===== src/rtl/bcd_scan_driver.sv =====
// bcd_scan_driver
// Four-digit (parameterisable) multiplexed 7-segment scan driver.
// Digits are shifted in from the right on each load strobe. The buffer is
// time-multiplexed onto a shared segment bus with one-hot active-low digit
// enables. Each slot opens with one ghost-blanking cycle. Leading zeros can
// be suppressed, and non-BCD codes are shown as a dash.

module bcd_scan_driver #(
    parameter int DIGITS   = 4,     // number of display digits, 2..8
    parameter int SCAN_DIV = 1000,  // clock cycles per digit slot, >= 2
    parameter int LZ_BLANK = 1      // 1: blank leading zeros
) (
    input  logic              clk,
    input  logic              rst_syn,   // asynchronous, active-low
    input  logic              load_syn,
    input  logic [3:0]        Din,
    output logic [6:0]        seg,       // {g,f,e,d,c,b,a}, active-high
    output logic [DIGITS-1:0] an,        // active-low, an[0] = rightmost
    output logic [3:0]        ndig
);

    localparam int PRE_W = (SCAN_DIV > 1) ? $clog2(SCAN_DIV) : 1;
    localparam int IDX_W = (DIGITS > 1) ? $clog2(DIGITS) : 1;

    // 7-segment decode; anything outside 0..9 becomes a dash (segment g)
    function automatic logic [6:0] seg7_decode(input logic [3:0] code);
        logic [6:0] pat;
        case (code)
            4'd0:    pat = 7'h3F;
            4'd1:    pat = 7'h06;
            4'd2:    pat = 7'h5B;
            4'd3:    pat = 7'h4F;
            4'd4:    pat = 7'h66;
            4'd5:    pat = 7'h6D;
            4'd6:    pat = 7'h7D;
            4'd7:    pat = 7'h07;
            4'd8:    pat = 7'h7F;
            4'd9:    pat = 7'h6F;
            default: pat = 7'h40;
        endcase
        return pat;
    endfunction

    logic [DIGITS-1:0][3:0] r_d;       // r_d[0] is the rightmost digit
    logic [3:0]             r_ndig;
    logic [PRE_W-1:0]       r_pre;
    logic [IDX_W-1:0]       r_idx;
    logic [6:0]             r_seg;
    logic [DIGITS-1:0]      r_an;

    logic [DIGITS-1:0]      w_tail_zero;   // bit k: d[k..DIGITS-1] all zero
    logic [3:0]             w_digit;
    logic                   w_supp;
    logic                   w_pre_wrap;
    logic [6:0]             w_seg_nxt;
    logic [DIGITS-1:0]      w_an_nxt;

    assign w_pre_wrap = (r_pre == PRE_W'(SCAN_DIV - 1));

    // Digit buffer shift-in and saturating digit counter
    always_ff @(posedge clk or negedge rst_syn) begin
        if (!rst_syn) begin
            r_d    <= {(DIGITS*4){1'b0}};
            r_ndig <= 4'd0;
        end else if (load_syn) begin
            r_d <= {r_d[DIGITS-2:0], Din};
            if (r_ndig != 4'(DIGITS)) begin
                r_ndig <= r_ndig + 4'd1;
            end else begin
                r_ndig <= r_ndig;
            end
        end else begin
            r_d    <= r_d;
            r_ndig <= r_ndig;
        end
    end

    // Prescaler and slot index; the slot advances when the prescaler wraps
    always_ff @(posedge clk or negedge rst_syn) begin
        if (!rst_syn) begin
            r_pre <= {PRE_W{1'b0}};
            r_idx <= {IDX_W{1'b0}};
        end else if (w_pre_wrap) begin
            r_pre <= {PRE_W{1'b0}};
            if (r_idx == IDX_W'(DIGITS - 1)) begin
                r_idx <= {IDX_W{1'b0}};
            end else begin
                r_idx <= r_idx + {{(IDX_W-1){1'b0}}, 1'b1};
            end
        end else begin
            r_pre <= r_pre + {{(PRE_W-1){1'b0}}, 1'b1};
            r_idx <= r_idx;
        end
    end

    // Leading-zero map: a digit is a leading zero if it and all above are 0
    always_comb begin
        w_tail_zero = {DIGITS{1'b0}};
        for (int k = 0; k < DIGITS; k++) begin
            w_tail_zero[k] = ~|(r_d >> (4 * k));
        end
    end

    // Next segment/enable values from the pre-edge scan state and buffer
    always_comb begin
        w_digit = r_d[r_idx];
        w_supp  = (LZ_BLANK != 0) && (r_idx != {IDX_W{1'b0}}) && w_tail_zero[r_idx];
        if (r_pre == {PRE_W{1'b0}}) begin
            w_an_nxt  = {DIGITS{1'b1}};
            w_seg_nxt = 7'h00;
        end else begin
            w_an_nxt = ~({{(DIGITS-1){1'b0}}, 1'b1} << r_idx);
            if (w_supp) begin
                w_seg_nxt = 7'h00;
            end else begin
                w_seg_nxt = seg7_decode(w_digit);
            end
        end
    end

    // Registered display outputs
    always_ff @(posedge clk or negedge rst_syn) begin
        if (!rst_syn) begin
            r_seg <= 7'h00;
            r_an  <= {DIGITS{1'b1}};
        end else begin
            r_seg <= w_seg_nxt;
            r_an  <= w_an_nxt;
        end
    end

    assign seg  = r_seg;
    assign an   = r_an;
    assign ndig = r_ndig;

endmodule

===== config.mk =====
export PLATFORM = sky130hd
export DESIGN_NAME = bcd_scan_driver
export DESIGN_NICKNAME = d
export VERILOG_FILES = /design/src/rtl/bcd_scan_driver.sv
export SDC_FILE = /design/constraint.sdc
export NUM_CORES = 1
export LEC_CHECK = 0
export ABC_AREA = 1
export ABC_CLOCK_PERIOD_IN_PS = 1900
export BUFFER_PORTS_ARGS = -buffer_cell sky130_fd_sc_hd__buf_2
export CORE_ASPECT_RATIO = 1.25
export CORE_MARGIN = 4
export CORE_UTILIZATION = 50
export CTS_CLUSTER_SIZE = 40
export DETAILED_ROUTE_END_ITERATION = 6
export PLACE_DENSITY = 0.77
export REMOVE_ABC_BUFFERS = 1
export SYNTH_ARGS = -nofsm -noshare
export SYNTH_HDL_FRONTEND = slang
export SYNTH_SLANG_ARGS = --single-unit

===== constraint.sdc =====
create_clock -name clk -period 1.9 [get_ports clk]
set_input_delay 0.38 -clock clk [delete_from_list [all_inputs] [get_ports clk]]
set_output_delay 0.38 -clock clk [all_outputs]
set_load 0.01 [all_outputs]

==> results of run 1 <==
-- layout by cell type (no fill, tap or decap) --
cell type and n:
a32oi_1 1, nor3_2 1, a21oi_1 11, nor2_1 35, inv_2 6, buf_4 3
o21ai_0 11, o21ai_1 2, buf_2 21, clkbuf_8 5, nor2_2 6, dfstp_2 4
or2_2 1, mux2_2 4, nand3_2 2, nand4_1 2, nand3_1 8, xor2_1 3
inv_1 31, nor3b_1 1, nand2_4 1, nor3_1 3, nand3_4 1, nand4_4 1
clkinv_2 3, nand4_2 1, dfrtp_1 39, xnor2_1 1, buf_12 1, nand2_2 3
ha_1 13, nand2_1 59
-- through the flow --
stage | power [mW] | setup slack (ns) | area (um2) | cells
2_1_floorplan | 1.37 | 0.155 | 2170 | 251
3_3_place_gp | 1.52 | 0.257 | 2390 | 332
3_5_place_dp | 1.53 | 0.210 | 2390 | 332
4_1_cts | 2.09 | 0.199 | 2480 | 340
5_1_grt | 2.20 | 0.0316 | 2480 | 340
6_report | 2.06 | 0.218 | 2480 | 340
-- cell families after synthesis --
family / Yosys count / synth area share, %
buffers and inverters: 41 / 7.45
XOR/XNOR: 4 / 1.59
flip-flops: 43 / 49.1
AO/OA/AOI/OAI: 25 / 5.86
AND/OR/NAND/NOR: 125 / 26.5
multiplexers: 4 / 2.05
adder cells (fa/ha/maj): 13 / 7.39
-- cells in the mapped netlist (all sizes together) --
cell and instances:
a21oi 11, a32oi 1, buf 3, clkbuf 1, dfrtp 39, dfstp 4, ha 13, inv 37
mux2 4, nand2 63, nand3 11, nand4 4, nor2 41, nor3 4, nor3b 1, o21ai 13
or2 1, xnor2 1, xor2 3
-- critical path: stages (launching register included) --
cell and delay, ns:
dfrtp_1 0.44, inv_2 0.17, nand2_1 0.07, a32oi_1 0.19
inv_1 0.11, ha_1 0.28, inv_1 0.03, nor2_1 0.15
nor2_1 0.08, nor2_2 0.09
-- registers in the layout, summed over array words and instances (netlist names) --
signal and flops:
r_d 16, r_idx 2, r_pre 10, ndig 4, an 4, seg 7
-- power by group --
part           leakage (nW)  switching [mW]  total, mW  internal (mW)
combinational         0.755           0.230      0.395          0.166
sequential            0.513          0.0794       1.10           1.03
clock                0.0477           0.305      0.556          0.252
total                  1.32           0.614       2.06           1.44
-- final timing paths --
check / from / to / slack [ns] / cells past startpoint
min in group clk: Din[0] / r_d[0] / 0.31 / 3
setup reg to reg: r_idx[0] / seg[3] / 0.22 / 9
setup / recovery: r_idx[0] / seg[3] / 0.22 / 9
max in group asynchronous: rst_syn / an[2] / 1.31 / 2
hold reg to reg: ndig[2] / ndig[2] / 0.52 / 1
hold / removal: rst_syn / r_idx[0] / 0.04 / 1
-- final cells by class --
type	count	area, um2	share of cell area, %
inverter	37	139	5.61
sequential	43	1080	43.7
timing repair buffer	25	148	5.96
multi-input combinational	171	955	38.6
clock inverter	3	15.0	0.606
tap	56	70.1	2.83
clock buffer	5	68.8	2.78
-- layer usage --
metal | wire length (um) | part of all wire (%) | up-vias
li1 | - | - | 843
met3 | 155 | 4.2 | 6
met5 | 0 | 0 | -
met4 | 62 | 1.7 | 0
met1 | 1700 | 46 | 742
met2 | 1760 | 48 | 25
==> results.md, run 1 <==
- Synth top area cells: dfrtp_1 (44%), nand2_1 (10%), ha_1 (7.4%)
- Routed vias: 1616
- Final Critical Period: 1.68 ns
- PD cells: 831 nW/um2
- Hold Buf Count CTS: 0
- H-tree depth: 2
- Seq/Total Area, Yosys: 49.1%
- Row Count: 26
- Area Growth Syn to Fin: 12.6%
- Syn Inst Count: 255
- FF+latch count, synth: 43
- Req. time, crit path: 2.13 ns
- Class of the worst hold path: in -> async
- Inserted Diodes: 0
- Syn Std Cell Area: 2200 um2
- Crit path launch type: flop
- Total track usage: 15.5%
- Area leader, netlist: dfrtp_1
- WL/cell: 10.8 um
- M3 GR Usage: 4.47%
- Post-Route WL: 3690 um
- Vias in the first global route: 1492
- Count of cell types in the netlist: 30
- Global placer's final weighted congestion: 0.880
- Initial DRC Count: 54
- Post-synth top area share: 44.4%
- Data arrival, critical path: 1.92 ns
- Total negative setup slack: 0 ns
- Pre-Repair DR Iteration Count: 4
- Height of the die: 82.2 um
- Clock root buffer: clkbuf_8
- Area of the core: 4160 um2
- Die width: 67.3 um
- CTS Buf Count: 5
- Synth Warn #: 0
- Clk buf depth: 2
- Max Slew Vio Count: 0
- Final worst-path cycle share: 88.5%
- GRT Residual Overflow: 0
- Clock sinks: 43
- Fraction of layout cells with a size suffix above 1: 22.5%
- Max_slew headroom: 68.0%
- Worst VDD drop: 687 uV
- CTS tree: built
- Final hold viol count: 0
- Finish-stage setup viols: 0
- Vias/cell: 4.75
- Crit path max fanout: 11
- Grt met2 use: 25.8%
- Worst-margin pin slew: 0.481 ns
- Drt drc: 0
- Antenna violation net count after detailed routing: 0
- Initial antenna violation count: 0
- CTS-repair resized insts: 0
- Lkg Pwr: 1.32 nW
- Kind of critical path: reg -> reg
- Met1 Use GR: 18.6%
- RSZ-0062 raised after global routing: no
- Largest net degree at the start of global routing: 30
- DP Wirelength: 2780 um
- PortBufs: 21
- WHS: 0.0380 ns
- First-pass GRT wire length: 6420 um
- Die area: 5530 um2
- Status: completed
- Most Used Layer, Global Route: met2
- Final #Nets: 303
- Max Fclk: 595 MHz
- Initial core utilization: 52.8%
- Post-layout util: 59.5%
- Post-CTS setup buffer count: 0
- Skew final: 0.00977 ns
- Clock Latency Late Sink: 0.29 ns
- Max-cap viol count: 0
- Filler cell count: 418
- Clock transition at path regs: 0.08 ns
- Average size of a mapped cell: 8.63 um2
- Ports: 22
- Crit end category: flop
(Power assumes the default switching activity.)
==> run 2, diff against run 1 <==
--- a/config.mk
+++ b/config.mk
@@ -6,13 +6,14 @@
 export NUM_CORES = 1
 export LEC_CHECK = 0
 export ABC_AREA = 1
-export ABC_CLOCK_PERIOD_IN_PS = 1900
+export ABC_CLOCK_PERIOD_IN_PS = 1800
 export BUFFER_PORTS_ARGS = -buffer_cell sky130_fd_sc_hd__buf_2
 export CORE_ASPECT_RATIO = 1.25
 export CORE_MARGIN = 4
 export CORE_UTILIZATION = 50
 export CTS_CLUSTER_SIZE = 40
 export DETAILED_ROUTE_END_ITERATION = 6
+export MAX_ROUTING_LAYER = met4
 export PLACE_DENSITY = 0.77
 export REMOVE_ABC_BUFFERS = 1
 export SYNTH_ARGS = -nofsm -noshare
==> constraint.sdc (replaced) <==
create_clock -name clk -period 1.8 [get_ports clk]
set_input_delay 0.36 -clock clk [delete_from_list [all_inputs] [get_ports clk]]
set_output_delay 0.36 -clock clk [all_outputs]
set_load 0.01 [all_outputs]
==> results.md, run 2 (synthesized netlist as in run 1, its figures left out) <==
- First-pass GRT wire length: 6640 um
- Critical path depth in cells: 9
- Final #Nets: 306
- Final worst-path cycle share: 92.4%
- Worst Path Buf+Inv: 3
- CP Capture Point: seg[3]
- Fraction of layout cells with a size suffix above 1: 23.7%
- DP Wirelength: 2840 um
- Height of the die: 82.2 um
- Design Area, Final: 2510 um2
- H-tree depth: 2
- Routed vias: 1639
- Internal cell power: 1.57 mW
- Slowest CP cell: dfrtp_2
- Crit path launch: r_idx[0]
- Clock share of power: 27.9%
- Global placer's final weighted congestion: 0.899
- PD cells: 881 nW/um2
- Skew final: 0.0103 ns
- Clk buf depth: 2
- Die width: 67.3 um
- CP peak stage delay: 0.45 ns
- Antenna violation net count after detailed routing: 0
- Total negative setup slack: 0 ns
- Status: completed
- Clock sinks: 43
- Inserted Diodes: 0
- Area Growth Syn to Fin: 14.3%
- Reg2reg path depth: 9
- Finish-stage setup viols: 0
- Most frequent cells in the layout: nand2_1 (59), dfrtp_1 (38), nor2_1 (35)
- Pre-Repair DR Iteration Count: 4
- Ports: 22
- Final hold viol count: 0
- Top reg by flops: r_d
- Share of power burned in registers: 52.6%
- Initial antenna violation count: 0
- Row Count: 26
- Max Slew Vio Count: 0
- Die area: 5530 um2
- CTS tree: built
- Initial core utilization: 52.8%
- Crit end category: flop
- Vias/cell: 4.78
- Sw Pwr: 0.644 mW
- Drt drc: 0
- Class of the worst hold path: in -> async
- RSZ-0062 raised after global routing: no
- Kind of critical path: reg -> reg
- Worst R2R End: seg[3]
- Max reg flops: 16
- Clock Latency Late Sink: 0.30 ns
- R2R Setup Slk: 0.14 ns
- Clock root buffer: clkbuf_8
- PortBufs: 21
- Crit path launch type: flop
- Hold Buf Count CTS: 0
- Area of the multi-input gates: 962 um2
- Placed inst area: 2410 um2
- Most common cell after layout, fill and taps aside: nand2_1
- CP cell instances: inv_2 -> nand2_1 -> a32oi_2 -> inv_1 -> ha_1 -> inv_1 -> nor2_1 -> nor2_1 -> nor2_2
- Post-Route WL: 3780 um
- WL/cell: 11.0 um
- Filler cell count: 385
- Vias in the first global route: 1567
- Crit path max fanout: 6
- Lkg Pwr: 1.33 nW
- Initial DRC Count: 77
- Worst-margin pin slew: 0.480 ns
- Seq. cell area: 1080 um2
- Max-cap viol count: 0
- Worst VDD drop: 840 uV
- Final Critical Period: 1.66 ns
- Req. time, crit path: 2.03 ns
- Max_slew headroom: 68.0%
- Power share of the combinational group: 19.5%
- Crit path max-delay family: flip-flops
- CTS Buf Count: 5
- Data arrival, critical path: 1.89 ns
- Clock transition at path regs: 0.08 ns
- Sw Share: 29.1%
- Total track usage: 16.6%
- Area of the core: 4160 um2
- Largest net degree at the start of global routing: 24
- R2R Path Start: r_idx[0]
- GRT Residual Overflow: 0
- Max Fclk: 601 MHz
==> run 2: area by class of cell <==
cell class,instances,area share [%]
flip-flops and latches,43,43.0
multi-input cells,171,38.3
repair buffers,28,6.77
inverters,37,5.52
clock buffers,7,3.43
well taps,56,2.79
clock inverters,1,0.199
==> run 2: worst min path at each step <==
| stage | start | end | slack, ns | cells past startpoint |
|---|---|---|---|---|
| final | rst_syn | r_d[7] | 0.01 | 1 |
| after detailed placement | rst_syn | ndig[2] | 0.35 | 1 |
| after CTS | rst_syn | r_d[7] | 0.03 | 1 |
| after floorplan | rst_syn | ndig[0] | 0.06 | 0 |
| after global routing | rst_syn | r_d[3] | 0.03 | 1 |
| after global placement | rst_syn | ndig[2] | 0.35 | 1 |
==> run 2: routing by layer <==
metal	share of wire, %	routed length [um]	track usage, %	vias to the layer above
met3	4.3	163	4.19	8
met4	2.1	78	8.52	0
li1	-	-	-	855
met1	44	1670	17.8	745
met5	0	0	-	-
met2	49	1870	28.0	31
==> run 2: stage by stage <==
step / hold WS (ns) / instances / power (mW) / utilization (%) / worst slack [ns]
final: 0.0125 / 343 / 2.22 / 60.4 / 0.136
after global routing: 0.0287 / 343 / 2.38 / 60.4 / 0.0218
after CTS: 0.0259 / 342 / 2.24 / 60.0 / 0.0510
after detailed placement: 0.350 / 334 / 1.62 / 57.8 / 0.0890
after global placement: 0.348 / 334 / 1.60 / 57.8 / 0.174
after floorplan: 0.0644 / 251 / 1.44 / - / 0.0553
==> run 2: what timing repair did <==
action	CTS	global route
buffers inserted	0	1
resized for setup	0	2
endpoints found under the setup margin	0	2
==> run 2: power by group through the flow <==
stage | Combinational, mW | Clock, mW | Sequential [mW]
after global placement | 0.420 | 0 | 1.18
after detailed placement | 0.438 | 0 | 1.19
after floorplan | 0.238 | 0 | 1.21
after CTS | 0.440 | 0.635 | 1.17
final | 0.433 | 0.617 | 1.17
after global routing | 0.496 | 0.692 | 1.19
==> run 3, diff against run 2 <==
--- a/config.mk
+++ b/config.mk
@@ -6,7 +6,7 @@
 export NUM_CORES = 1
 export LEC_CHECK = 0
 export ABC_AREA = 1
-export ABC_CLOCK_PERIOD_IN_PS = 1800
+export ABC_CLOCK_PERIOD_IN_PS = 1500
 export BUFFER_PORTS_ARGS = -buffer_cell sky130_fd_sc_hd__buf_2
 export CORE_ASPECT_RATIO = 1.25
 export CORE_MARGIN = 4
@@ -14,7 +14,7 @@
 export CTS_CLUSTER_SIZE = 40
 export DETAILED_ROUTE_END_ITERATION = 6
 export MAX_ROUTING_LAYER = met4
-export PLACE_DENSITY = 0.77
+export PLACE_DENSITY = 0.8
 export REMOVE_ABC_BUFFERS = 1
 export SYNTH_ARGS = -nofsm -noshare
 export SYNTH_HDL_FRONTEND = slang
==> constraint.sdc (replaced) <==
create_clock -name clk -period 1.5 [get_ports clk]
set_input_delay 0.3 -clock clk [delete_from_list [all_inputs] [get_ports clk]]
set_output_delay 0.3 -clock clk [all_outputs]
set_load 0.01 [all_outputs]
==> results.md, run 3 (synthesized netlist as in run 1, its figures left out) <==
- H-tree depth: 2
- Status: complete, but fails checks
- Height of the die: 82.2 um
- Fraction of layout cells with a size suffix above 1: 37.6%
- Vias/cell: 4.79
- Placed inst area: 2510 um2
- Clock Latency Late Sink: 0.30 ns
- Share of power burned in registers: 45.4%
- Design Area, Final: 2850 um2
- Final hold viol count: 0
- Routed vias: 1733
- PortBufs: 21
- Area of the multi-input gates: 1100 um2
- Total track usage: 18.3%
- CTS tree: built
- Max Fclk: 646 MHz
- Sw Share: 27.2%
- Worst-margin pin slew: 0.277 ns
- Slowest CP cell: dfrtp_2
- Die width: 67.3 um
- Inserted Diodes: 0
- DP Wirelength: 2920 um
- Vias in the first global route: 1670
- Kind of critical path: reg -> reg
- Most common cell after layout, fill and taps aside: nand2_1
- Req. time, crit path: 1.72 ns
- CTS Buf Count: 5
- Data arrival, critical path: 1.77 ns
- CP peak stage delay: 0.46 ns
- Clock transition at path regs: 0.07 ns
- Die area: 5530 um2
- CP cell instances: inv_4 -> nand2_1 -> a32oi_2 -> inv_2 -> ha_4 -> inv_2 -> nor2_4 -> nor2_4 -> nor2_2
- Clock root buffer: clkbuf_8
- Final worst-path cycle share: 103%
- Final Worst Setup Slack: -0.0468 ns
- Failing checks: negative setup slack
- Crit path max fanout: 6
- Skew final: 0.0127 ns
- Lkg Pwr: 1.45 nW
- Most frequent cells in the layout: nand2_1 (51), dfrtp_1 (38), nor2_1 (28)
- Final #Nets: 325
- Seq. cell area: 1080 um2
- Internal cell power: 2.24 mW
- Row Count: 26
- Initial antenna violation count: 0
- RSZ-0062 raised after global routing: yes
- Max-cap viol count: 0
- Global placer's final weighted congestion: 0.890
- Max_slew headroom: 81.4%
- Max reg flops: 16
- Drt drc: 0
- Total chip power: 3.07 mW
- Worst hold stages: 3
- Max Slew Vio Count: 0
- Initial DRC Count: 116
- Reg2reg path depth: 9
- Crit end category: flop
- Largest net degree at the start of global routing: 44
- Initial core utilization: 52.8%
- Top reg by flops: r_d
- Sw Pwr: 0.838 mW
- Ports: 22
- Class of the worst hold path: in -> reg
- Clock share of power: 34.1%
- Clk buf depth: 2
- Crit path launch type: flop
- PD cells: 1080 nW/um2
- Clock sinks: 43
- GRT Residual Overflow: 0
- Post-layout util: 68.5%
- Final Critical Period: 1.55 ns
- Area Growth Syn to Fin: 29.7%
- Finish-stage setup viols: 6
- Area of the core: 4160 um2
- WHS: 0.223 ns
- Filler cell count: 339
- WL/cell: 11.7 um
- Pre-Repair DR Iteration Count: 6
- First-pass GRT wire length: 7470 um
- Antenna violation net count after detailed routing: 0
- Post-Route WL: 4240 um
- Worst VDD drop: 1060 uV
- Power share of the combinational group: 20.5%
run 3: cell count changes in the layout (fill, tap and decap cells not counted), sizes merged:
cell / delta
dlygate4sd3: +1
clkinv: -1
clkbuf: -1
bufinv: +2
buf: +18
run 3: power by group through the flow:
stage                     Sequential, mW  Clock, mW  Combinational (mW)
after CTS                           1.40       1.07               0.610
after detailed placement            1.42          0               0.559
final                               1.40       1.05               0.631
after global routing                1.42       1.14               0.717
after floorplan                     1.45          0               0.285
after global placement              1.41          0               0.543
run 3: path summary, 6_finish.rpt:
| check | startpoint | end | slack, ns |
|---|---|---|---|
| min in group asynchronous | rst_syn | r_d[10] | 0.49 |
| setup / recovery | r_idx[0] | seg[3] | -0.05 |
| hold / removal | Din[0] | r_d[0] | 0.22 |
| max in group asynchronous | rst_syn | an[0] | 0.73 |
| setup reg to reg | r_idx[0] | seg[3] | -0.05 |
| hold reg to reg | r_d[11] | r_d[15] | 0.52 |
run 3: routing by layer:
metal  wire length [um]  share of wire (%)  GRT usage (%)
met1               1800                 42           21.4
met2               2180                 51           30.9
met3                176                4.1           4.33
met4                 89                2.1           5.88
met5                  0                  0              -
run 3: final cells by class:
cell class	instances	share of cell area, %
Tap cell	56	2.46
Clock inverter	2	2.10
Timing Repair Buffer	47	11.6
Multi-Input combinational cell	171	38.4
Clock buffer	6	2.54
Sequential cell	43	37.9
Inverter	37	4.95
run 3: worst max-delay path: cells and delay by family (launching register included):
family          cells  cell delay, ns
compound gates      1            0.18
fa+ha+maj           1            0.27
buf+inv             3            0.24
flops               1            0.46
simple gates        4            0.33
run 3: repair_timing:
item,in CTS,in global routing
hold buffers,1,0
gates resized for setup,27,18
buffers inserted,4,1
gates cloned,0,0
setup endpoints to repair,7,8
pin swaps,19,4
endpoints found under the hold margin,39,0
run 3: through the flow:
stage / TNS (ns) / setup slack, ns / std cells
2_1_floorplan: -1.33 / -0.245 / 251
3_3_place_gp: -0.205 / -0.0563 / 348
3_5_place_dp: -0.676 / -0.126 / 348
4_1_cts: -0.217 / -0.0541 / 361
5_1_grt: -0.829 / -0.163 / 362
6_report: -0.153 / -0.0468 / 362
